### src/rtl/seg7_pkg.sv
// Shared types, constants and helpers for the 7-segment scan controller.
package seg7_pkg;

  typedef enum logic [1:0] {
    IDLE = 2'd0,
    SHOW = 2'd1,
    GAP  = 2'd2
  } state_e;

  // Segment bundle, bit 0 = a ... bit 6 = g, 1 = segment lit.
  typedef struct packed {
    logic g;
    logic f;
    logic e;
    logic d;
    logic c;
    logic b;
    logic a;
  } seg7_t;

  localparam logic [6:0] SEG_BLANK = 7'b0000000;

  // Nibble is a legal BCD digit.
  function automatic logic bcd_ok(input logic [3:0] nibble);
    return (nibble <= 4'd9);
  endfunction

endpackage

### src/rtl/BCDto7_struct.sv
// BCD to 7-segment decoder (combinational), 1 = segment lit.
// Ports: bcd  - BCD digit in
//        seg  - segment bundle out; all dark for nibbles above 9
module BCDto7_struct
  import seg7_pkg::*;
(
  input  logic [3:0] bcd,
  output seg7_t      seg
);

  always_comb begin
    seg = seg7_t'(SEG_BLANK);
    case (bcd)
      4'd0: seg = seg7_t'(7'h3F);
      4'd1: seg = seg7_t'(7'h06);
      4'd2: seg = seg7_t'(7'h5B);
      4'd3: seg = seg7_t'(7'h4F);
      4'd4: seg = seg7_t'(7'h66);
      4'd5: seg = seg7_t'(7'h6D);
      4'd6: seg = seg7_t'(7'h7D);
      4'd7: seg = seg7_t'(7'h07);
      4'd8: seg = seg7_t'(7'h7F);
      4'd9: seg = seg7_t'(7'h6F);
      default: seg = seg7_t'(SEG_BLANK);
    endcase
  end

endmodule

### src/rtl/seg7_scan_ctrl.sv
// Time-multiplexed scan controller for an N-digit common-anode display.
// Ports: clk, reset      - clock, async active-high reset
//        in_valid/ready  - producer handshake, in_data packed BCD (digit k at [4k+3:4k])
//        lzb             - leading-zero blanking enable
//        seg, an         - segment pattern (1 = lit), active-low one-hot digit enables
//        frame_done      - pulse in the last cycle of each scan frame
//        err_bcd         - displayed word holds a nibble above 9
module seg7_scan_ctrl
  import seg7_pkg::*;
#(
  parameter int unsigned NUM_DIGITS   = 4,
  parameter int unsigned CLK_DIV      = 50000,
  parameter int unsigned BLANK_CYCLES = 2
) (
  input  logic                    clk,
  input  logic                    reset,
  input  logic                    in_valid,
  input  logic [4*NUM_DIGITS-1:0] in_data,
  output logic                    in_ready,
  input  logic                    lzb,
  output logic [6:0]              seg,
  output logic [NUM_DIGITS-1:0]   an,
  output logic                    frame_done,
  output logic                    err_bcd
);

  localparam int unsigned DW       = 4 * NUM_DIGITS;
  localparam int unsigned CNT_MAX  = (CLK_DIV > BLANK_CYCLES) ? CLK_DIV : BLANK_CYCLES;
  localparam int unsigned DIV_W    = (CNT_MAX > 1) ? $clog2(CNT_MAX) : 1;
  localparam int unsigned DIG_W    = (NUM_DIGITS > 1) ? $clog2(NUM_DIGITS) : 1;
  localparam int unsigned SHOW_END = CLK_DIV - 1;
  localparam int unsigned GAP_END  = (BLANK_CYCLES > 0) ? BLANK_CYCLES - 1 : 0;
  localparam int unsigned DIG_END  = NUM_DIGITS - 1;

  localparam logic [1:0] ST_IDLE = IDLE;
  localparam logic [1:0] ST_SHOW = SHOW;
  localparam logic [1:0] ST_GAP  = GAP;

  logic [1:0]            state, state_nx;
  logic [DIV_W-1:0]      div, div_nx;
  logic [DIG_W-1:0]      digit, digit_nx;
  logic [DW-1:0]         disp, disp_nx;
  logic [DW-1:0]         pend, pend_nx;
  logic                  pend_full, pend_full_nx;
  logic                  lzb_q, lzb_nx;
  logic [6:0]            seg_nx;
  logic [NUM_DIGITS-1:0] an_nx;
  logic                  frame_done_nx;
  logic                  err_nx;
  logic                  in_ready_nx;

  logic                  accept;
  logic                  advance;
  logic                  frame_end;
  logic                  load;
  logic                  all_ok;
  logic                  blank;
  logic [DIG_W-1:0]      hi_digit;
  logic [3:0]            nibble;
  seg7_t                 dec_seg;

  // Shared decoder fed by the digit mux.
  BCDto7_struct u_dec (
    .bcd (nibble),
    .seg (dec_seg)
  );

  // Next-state: scan sequencing, pending/display transfer, handshake.
  always_comb begin
    state_nx     = state;
    div_nx       = div;
    digit_nx     = digit;
    disp_nx      = disp;
    pend_nx      = pend;
    pend_full_nx = pend_full;
    advance      = 1'b0;
    frame_end    = 1'b0;
    load         = 1'b0;
    accept       = in_valid && in_ready;

    case (state)
      ST_IDLE: begin
        if (accept) begin
          disp_nx  = in_data;
          load     = 1'b1;
          state_nx = ST_SHOW;
          div_nx   = '0;
          digit_nx = '0;
        end
      end
      ST_SHOW: begin
        if (div == DIV_W'(SHOW_END)) begin
          div_nx = '0;
          if (BLANK_CYCLES > 0) state_nx = ST_GAP;
          else                  advance  = 1'b1;
        end else begin
          div_nx = div + DIV_W'(1);
        end
      end
      ST_GAP: begin
        if (div == DIV_W'(GAP_END)) begin
          div_nx  = '0;
          advance = 1'b1;
        end else begin
          div_nx = div + DIV_W'(1);
        end
      end
      default: state_nx = ST_IDLE;
    endcase

    if (advance) begin
      state_nx = ST_SHOW;
      if (digit < DIG_W'(DIG_END)) begin
        digit_nx = digit + DIG_W'(1);
      end else begin
        digit_nx  = '0;
        frame_end = 1'b1;
      end
    end

    // Pending only moves at a frame boundary; a same-cycle accept lands in pending.
    if (frame_end && pend_full) begin
      disp_nx      = pend;
      pend_full_nx = 1'b0;
      load         = 1'b1;
    end
    if (accept && state != ST_IDLE) begin
      pend_nx      = in_data;
      pend_full_nx = 1'b1;
    end
  end

  // Output computation from next-state values so pins track the state they describe.
  always_comb begin
    lzb_nx   = lzb_q;
    nibble   = '0;
    hi_digit = '0;
    all_ok   = 1'b1;

    if (state_nx == ST_SHOW && div_nx == '0) lzb_nx = lzb;

    for (int k = 0; k < int'(NUM_DIGITS); k++) begin
      if (DIG_W'(k) == digit_nx) nibble = disp_nx[4*k +: 4];
      if (disp_nx[4*k +: 4] != 4'd0) hi_digit = DIG_W'(k);
      if (!bcd_ok(disp_nx[4*k +: 4])) all_ok = 1'b0;
    end

    // Digit 0 never blanks because hi_digit is never below 0.
    blank = lzb_nx && (digit_nx > hi_digit);

    if (state_nx == ST_SHOW) begin
      an_nx  = ~(NUM_DIGITS'(1) << digit_nx);
      seg_nx = (bcd_ok(nibble) && !blank) ? 7'(dec_seg) : SEG_BLANK;
    end else begin
      an_nx  = '1;
      seg_nx = SEG_BLANK;
    end

    if (BLANK_CYCLES > 0)
      frame_done_nx = (state_nx == ST_GAP) && (div_nx == DIV_W'(GAP_END)) &&
                      (digit_nx == DIG_W'(DIG_END));
    else
      frame_done_nx = (state_nx == ST_SHOW) && (div_nx == DIV_W'(SHOW_END)) &&
                      (digit_nx == DIG_W'(DIG_END));

    err_nx      = load ? !all_ok : err_bcd;
    in_ready_nx = !pend_full_nx;
  end

  // State and output registers.
  always_ff @(posedge clk or posedge reset) begin
    if (reset) begin
      state      <= ST_IDLE;
      div        <= '0;
      digit      <= '0;
      disp       <= '0;
      pend       <= '0;
      pend_full  <= 1'b0;
      lzb_q      <= 1'b0;
      seg        <= SEG_BLANK;
      an         <= '1;
      frame_done <= 1'b0;
      err_bcd    <= 1'b0;
      in_ready   <= 1'b1;
    end else begin
      state      <= state_nx;
      div        <= div_nx;
      digit      <= digit_nx;
      disp       <= disp_nx;
      pend       <= pend_nx;
      pend_full  <= pend_full_nx;
      lzb_q      <= lzb_nx;
      seg        <= seg_nx;
      an         <= an_nx;
      frame_done <= frame_done_nx;
      err_bcd    <= err_nx;
      in_ready   <= in_ready_nx;
    end
  end

endmodule
### config.mk
export PLATFORM = sky130hd
export DESIGN_NAME = seg7_scan_ctrl
export DESIGN_NICKNAME = d
export VERILOG_FILES = /design/src/rtl/seg7_pkg.sv /design/src/rtl/BCDto7_struct.sv /design/src/rtl/seg7_scan_ctrl.sv
export SDC_FILE = /design/constraint.sdc
export NUM_CORES = 1
export LEC_CHECK = 0
export ABC_AREA = 1
export CAP_MARGIN = 20
export CORE_UTILIZATION = 30
export DETAILED_ROUTE_END_ITERATION = 10
export GPL_TIMING_DRIVEN = 0
export HOLD_SLACK_MARGIN = 0.08
export PLACE_DENSITY_LB_ADDON = 0.2
export SYNTH_ARGS = -nofsm -noshare
export SYNTH_HDL_FRONTEND = slang
export SYNTH_SLANG_ARGS = --single-unit
### constraint.sdc
create_clock -name clk -period 5.3 [get_ports clk]
set_input_delay 0.795 -clock clk [delete_from_list [all_inputs] [get_ports clk]]
set_output_delay 0.795 -clock clk [all_outputs]
set_load 0.02 [all_outputs]
==> results of run 1 <==
cell usage in the layout, fill, tap and decap left out, types with 4 or more instances in the layout:
cell type / count
o211ai_1: 6
nor2_1: 63
nor3_2: 6
inv_2: 9
o21ai_0: 25
clkbuf_1: 11
nand2_2: 7
nand2_1: 196
inv_1: 55
clkdlybuf4s50_1: 33
nor2_4: 4
nor3_1: 4
dfstp_2: 5
ha_1: 11
clkbuf_16: 9
a21oi_1: 5
dfrtp_1: 63
nand4_1: 19
nand3_1: 44
nor2_2: 4
final cells by class:
type	count	area, sq um
sequential	68	1710
inverter	65	246
clock inverter	3	68.8
multi-input combinational	421	2070
fill	1411	8300
timing repair buffer	33	330
clock buffer	13	260
buffer	16	87.6
tap	176	220
per-stage QoR:
| step | area [sq um] | cells | setup WS (ns) | hold slack [ns] |
|---|---|---|---|---|
| 6_report | 4990 | 795 | 1.69 | 0.478 |
| 5_1_grt | 4990 | 795 | 1.40 | 0.510 |
| 4_1_cts | 4990 | 795 | 1.66 | 0.479 |
| 3_5_place_dp | 4670 | 779 | 1.32 | 0.464 |
| 3_3_place_gp | 4660 | 779 | 1.33 | 0.460 |
| 2_1_floorplan | 4110 | 570 | 2.41 | 0.442 |
report_power, final:
group          switching [mW]  leakage (nW)  internal [mW]
combinational          0.0441          1.49         0.0313
clock                   0.228         0.160          0.439
sequential             0.0233         0.792          0.562
total                   0.295          2.45           1.03
flip-flops by register name, indices dropped and copies added, names as in the netlist, 2 cells and up:
signal / count
digit: 2
seg: 7
disp: 16
state: 2
an: 4
div: 16
pend: 16
layer usage:
| metal | wire [um] | global-route usage [%] |
|---|---|---|
| met5 | 0 | 0 |
| met4 | 174 | 6.80 |
| met3 | 410 | 3.35 |
| met2 | 5050 | 26.9 |
| met1 | 5250 | 21.9 |
logic make-up (layout without fill, tap and decap cells):
group / Yosys count / after routing / share of synthesized area [%]
buf+inv: 81 / 130 / 8.06
xor+xnor: 3 / 3 / 0.639
flops: 68 / 68 / 41.5
fa+ha+maj: 11 / 11 / 3.35
simple gates: 357 / 357 / 39.2
compound gates: 50 / 50 / 7.24
final timing paths:
kind,startpoint,cells after the start,endpoint
worst max-delay path,in_valid,16,seg[4]
worst min-delay path,pend[12],2,pend[12]
worst max register to register,div[11],18,seg[4]
worst min register to register,pend[12],2,pend[12]
max in group asynchronous,reset,2,digit[1]
min in group asynchronous,reset,2,frame_done
worst max-delay path: stages:
cell and delay (ns):
clkdlybuf4s50_1 0.40, nand2_1 0.25, inv_1 0.13, nand2_2 0.17, clkbuf_1 0.35, o21ai_0 0.17
nand2_2 0.10, nand2_1 0.08, nor3_1 0.19, inv_1 0.08, nor4_1 0.22, ha_1 0.30
a21oi_1 0.22, nand3_1 0.15, nand2_4 0.14, nor2_1 0.07
==> flow_summary.yaml, run 1 <==
cts:
  cts_tree: "built"
  cts_setup_buffers: 0
  clk_pin_slew_ns: 0.05
  cts_hold_buf: 0
  root_buffer: "clkbuf_16"
  numCtsBuffers: 9
  clk_latency_ns: 0.34
  postCtsResizedCells: 0
  cts.sinks: 68
  cts_max_level: 3
  clock_path_buffers: 2
route:
  viasPerCell: 4.78
  postRouteAntennaNets: 0
  drtPass1Iterations: 5
  drc: 0
  wl_per_cell_um: 13.7
  wirelength_mm: 10.9
  drt_iter0_markers: 222
  via_count: 3804
sta:
  max_freq_mhz: 277
  slew_headroom_pct: 41.8
  setup_viol_count_final: 0
  slew_violations: 0
  timing.setup.tns_ns: 0
  fin_crit_sh_pct: 68.1
  period_minus_slack_ns: 3.61
  finalHoldViolCount: 0
  rsz0062_at_grt: "no"
  worstMarginPinSlew_ns: 0.873
  skew_ns: 0.00823
floorplanning:
  rows: 42
  pin_count: 34
  die_w_um: 119
  coreArea_sq_mm: 0.0133
  start_util_pct: 30.9
  die_h_um: 119
  dieArea_sq_mm: 0.0142
cells_and_area:
  drive_gt1_share_pct: 10.8
  nets: 645
  syn_to_final_growth_pct: 21.4
  antennaDiodeCount: 0
  fin_util_pct: 37.6
power:
  finalPower_mw: 1.33
  p_per_area_mw_per_mm2: 266
  p_leak_nw: 2.45
  max-vdd-ir-drop_mv: 0.136
global_routing:
  grt_pass1_vias: 3753
  grt_pass1_wl_mm: 18.6
  grt_max_degree: 69
  antenna_found_initial: 0
  grt_use_total_pct: 16.7
  overflow: 0
logic_synthesis:
  synth-seq-cells: 68
  yosysWarnings: 0
  ys_top_cells_by_count: "nand2_1, dfrtp_1, nor2_1, inv_1, nand3_1"
  async_flop_share_pct: 100
  synth_ff_type: "dfrtp_1"
  ys_seq_area_share_pct: 41.5
  yosysTopAreaCellShare_pct: 38.3
  synthesis.nets: 601
  syn_avg_cell_area_sq_um: 7.22
  syn_area_sq_mm: 0.00411
  synth_area_leaders: "dfrtp_1, nand2_1, nor2_1"
  yosysMostFrequentCell: "nand2_1"
  synthCells: 570
  synth-edff-count: 0
  yosysUniqueCellTypes: 39
  synth_largest_area_cell: "dfrtp_1"
setup_path:
  rrSetupSlack_ns: 1.94
  path_class: "in -> reg"
  cp-start-kind: "input port"
  cp-end-kind: "register"
  arrival_ns: 3.83
  path_max_fanout: 10
  crit_required_ns: 5.52
hold_path:
  worstHoldPathType: "reg -> reg"
placement:
  port_buffers: 33
  dp_hpwl_mm: 7.98
  gp_congestion: 0.867
status:
  status: "complete, no violations"
run:
  max-cap-violations: 0
(Power assumes the default switching activity.)
==> run 2, diff against run 1 <==
clock period = 3.5 ns   (was 5.3 ns; I/O delays follow)
==> flow_summary.yaml, run 2 (same netlist as run 1, synthesis figures left out) <==
status:
  status: "complete, no violations"
global_routing:
  antenna_found_initial: 0
  overflow: 0
  grt_pass1_wl_mm: 18.6
  grt_max_degree: 69
  grt_pass1_vias: 3753
  grt_use_total_pct: 16.7
setup_path:
  cp-endpoint: "seg[4]"
  arrival_ns: 3.42
  regToRegStartpoint: "div[1]"
  path_class: "in -> reg"
  rrSetupSlack_ns: 0.33
  critPathLaunch: "in_valid"
  path_max_fanout: 10
  cp-start-kind: "input port"
  r2r_end: "seg[4]"
  ff2ff_path_depth: 19
  cp-end-kind: "register"
  crit_required_ns: 3.73
cts:
  clk_latency_ns: 0.34
  cts_hold_buf: 0
  cts.sinks: 68
  clk_pin_slew_ns: 0.05
  numCtsBuffers: 9
  cts_max_level: 3
  cts_tree: "built"
  clock_path_buffers: 2
  root_buffer: "clkbuf_16"
sta:
  finalHoldViolCount: 0
  skew_ns: 0.00916
  slew_headroom_pct: 42.0
  rsz0062_at_grt: "no"
  timing.setup.tns_ns: 0
  slew_violations: 0
  setup_viol_count_final: 0
  max_freq_mhz: 313
  worstMarginPinSlew_ns: 0.870
  holdWs_ns: 0.477
  fin_crit_sh_pct: 91.2
  period_minus_slack_ns: 3.19
cells_and_area:
  final_cells: 796
  antennaDiodeCount: 0
  layout_common_cells: "nand2_1, dfrtp_1, nor2_1"
  final_cell_area_sq_mm: 0.00502
  fin_util_pct: 37.7
  syn_to_final_growth_pct: 22.0
  nets: 646
  reg_top3: "disp: 16 flops, div: 16 flops, pend: 16 flops"
  drive_gt1_share_pct: 11.5
  layout_commonest_cell: "nand2_1"
power:
  p_int_mw: 1.56
  p_leak_nw: 2.46
  clkPwrFrac_pct: 50.3
  p_sw_share_pct: 22.4
  max-vdd-ir-drop_mv: 0.206
  switching_power_mw: 0.452
  combPwrFrac_pct: 5.7
  power_frac_seq_pct: 44.0
  p_per_area_mw_per_mm2: 402
floorplanning:
  start_util_pct: 30.9
  die_w_um: 119
  coreArea_sq_mm: 0.0133
  pin_count: 34
  die_h_um: 119
  dieArea_sq_mm: 0.0142
  rows: 42
route:
  drc: 0
  viasPerCell: 4.77
  wl_per_cell_um: 13.8
  postRouteAntennaNets: 0
  drtPass1Iterations: 5
  drt_iter0_markers: 240
  via_count: 3796
  wirelength_mm: 11.0
placement:
  dp_hpwl_mm: 7.98
  port_buffers: 33
  dp_cells: 779
  gp_congestion: 0.867
  place_area_sq_mm: 0.00467
hold_path:
  worstHoldPathType: "reg -> reg"
run:
  max-cap-violations: 0
run 2: changes by cell type in the layout (fill, tap and decap cells not counted):
cell	delta
buf_4	+1
clkbuf_1	-1
clkbuf_2	+1
nor2_1	-1
nor2_4	+1
nor4_1	-1
nor4_2	+1
run 2: worst max-delay path: stages:
cell	delay [ns]
clkdlybuf4s50_1	0.46
nand2_1	0.20
inv_1	0.17
nand2_2	0.14
buf_2	0.24
nand2_1	0.08
nand2_1	0.05
nand2_1	0.06
o21a_2	0.17
nand3_1	0.10
nor3_1	0.14
inv_1	0.09
nor4_2	0.15
ha_1	0.28
a21oi_1	0.22
nand3_1	0.15
nand2_4	0.14
nor2_1	0.07
run 2: area by class of cell:
class                      instances  area [sq um]
tap                              176           220
clock buffer                      13           260
multi-input combinational        421          2090
fill                            1404          8280
clock inverter                     3          68.8
timing repair buffer              34           338
sequential                        68          1710
inverter                          65           246
buffer                            16          88.8
run 2: layer usage:
layer	share of wire, %	wire (um)	vias up	track usage, %
met4	1.4	155	0	6.80
li1	-	-	1907	-
met3	3.7	406	11	3.35
met1	48	5310	1800	21.9
met5	0	0	-	0
met2	46	5100	78	26.9
run 2: power by group through the flow:
stage / Combinational, mW / Sequential (mW) / Clock [mW]
2_1_floorplan: 0.0690 / 0.889 / 0
3_3_place_gp: 0.114 / 0.898 / 0
3_5_place_dp: 0.119 / 0.898 / 0
4_1_cts: 0.118 / 0.887 / 1.03
5_1_grt: 0.136 / 0.893 / 1.06
6_report: 0.115 / 0.887 / 1.01
run 2: timing repair:
| item | 4_1_cts | 5_1_grt |
|---|---|---|
| endpoints found under the hold margin | 0 | 0 |
| setup buffers | 0 | 1 |
| endpoints found under the setup margin | 0 | 7 |
| resized for setup | 0 | 5 |
run 2: metrics by stage:
step                setup slack (ns)  power [mW]
global route                 0.00229        2.09
global placement              -0.204        1.01
detailed placement            -0.215        1.02
CTS                            0.110        2.03
floorplan                      0.748       0.958
finish                         0.306        2.02
run 2: worst min-delay path by stage:
stage | startpoint | to | depth (start not counted)
2_1_floorplan | pend[8] | pend[8] | 2
6_report | pend[12] | pend[12] | 2
3_5_place_dp | pend[12] | pend[12] | 2
5_1_grt | pend[4] | pend[4] | 2
3_3_place_gp | pend[12] | pend[12] | 2
4_1_cts | pend[12] | pend[12] | 2
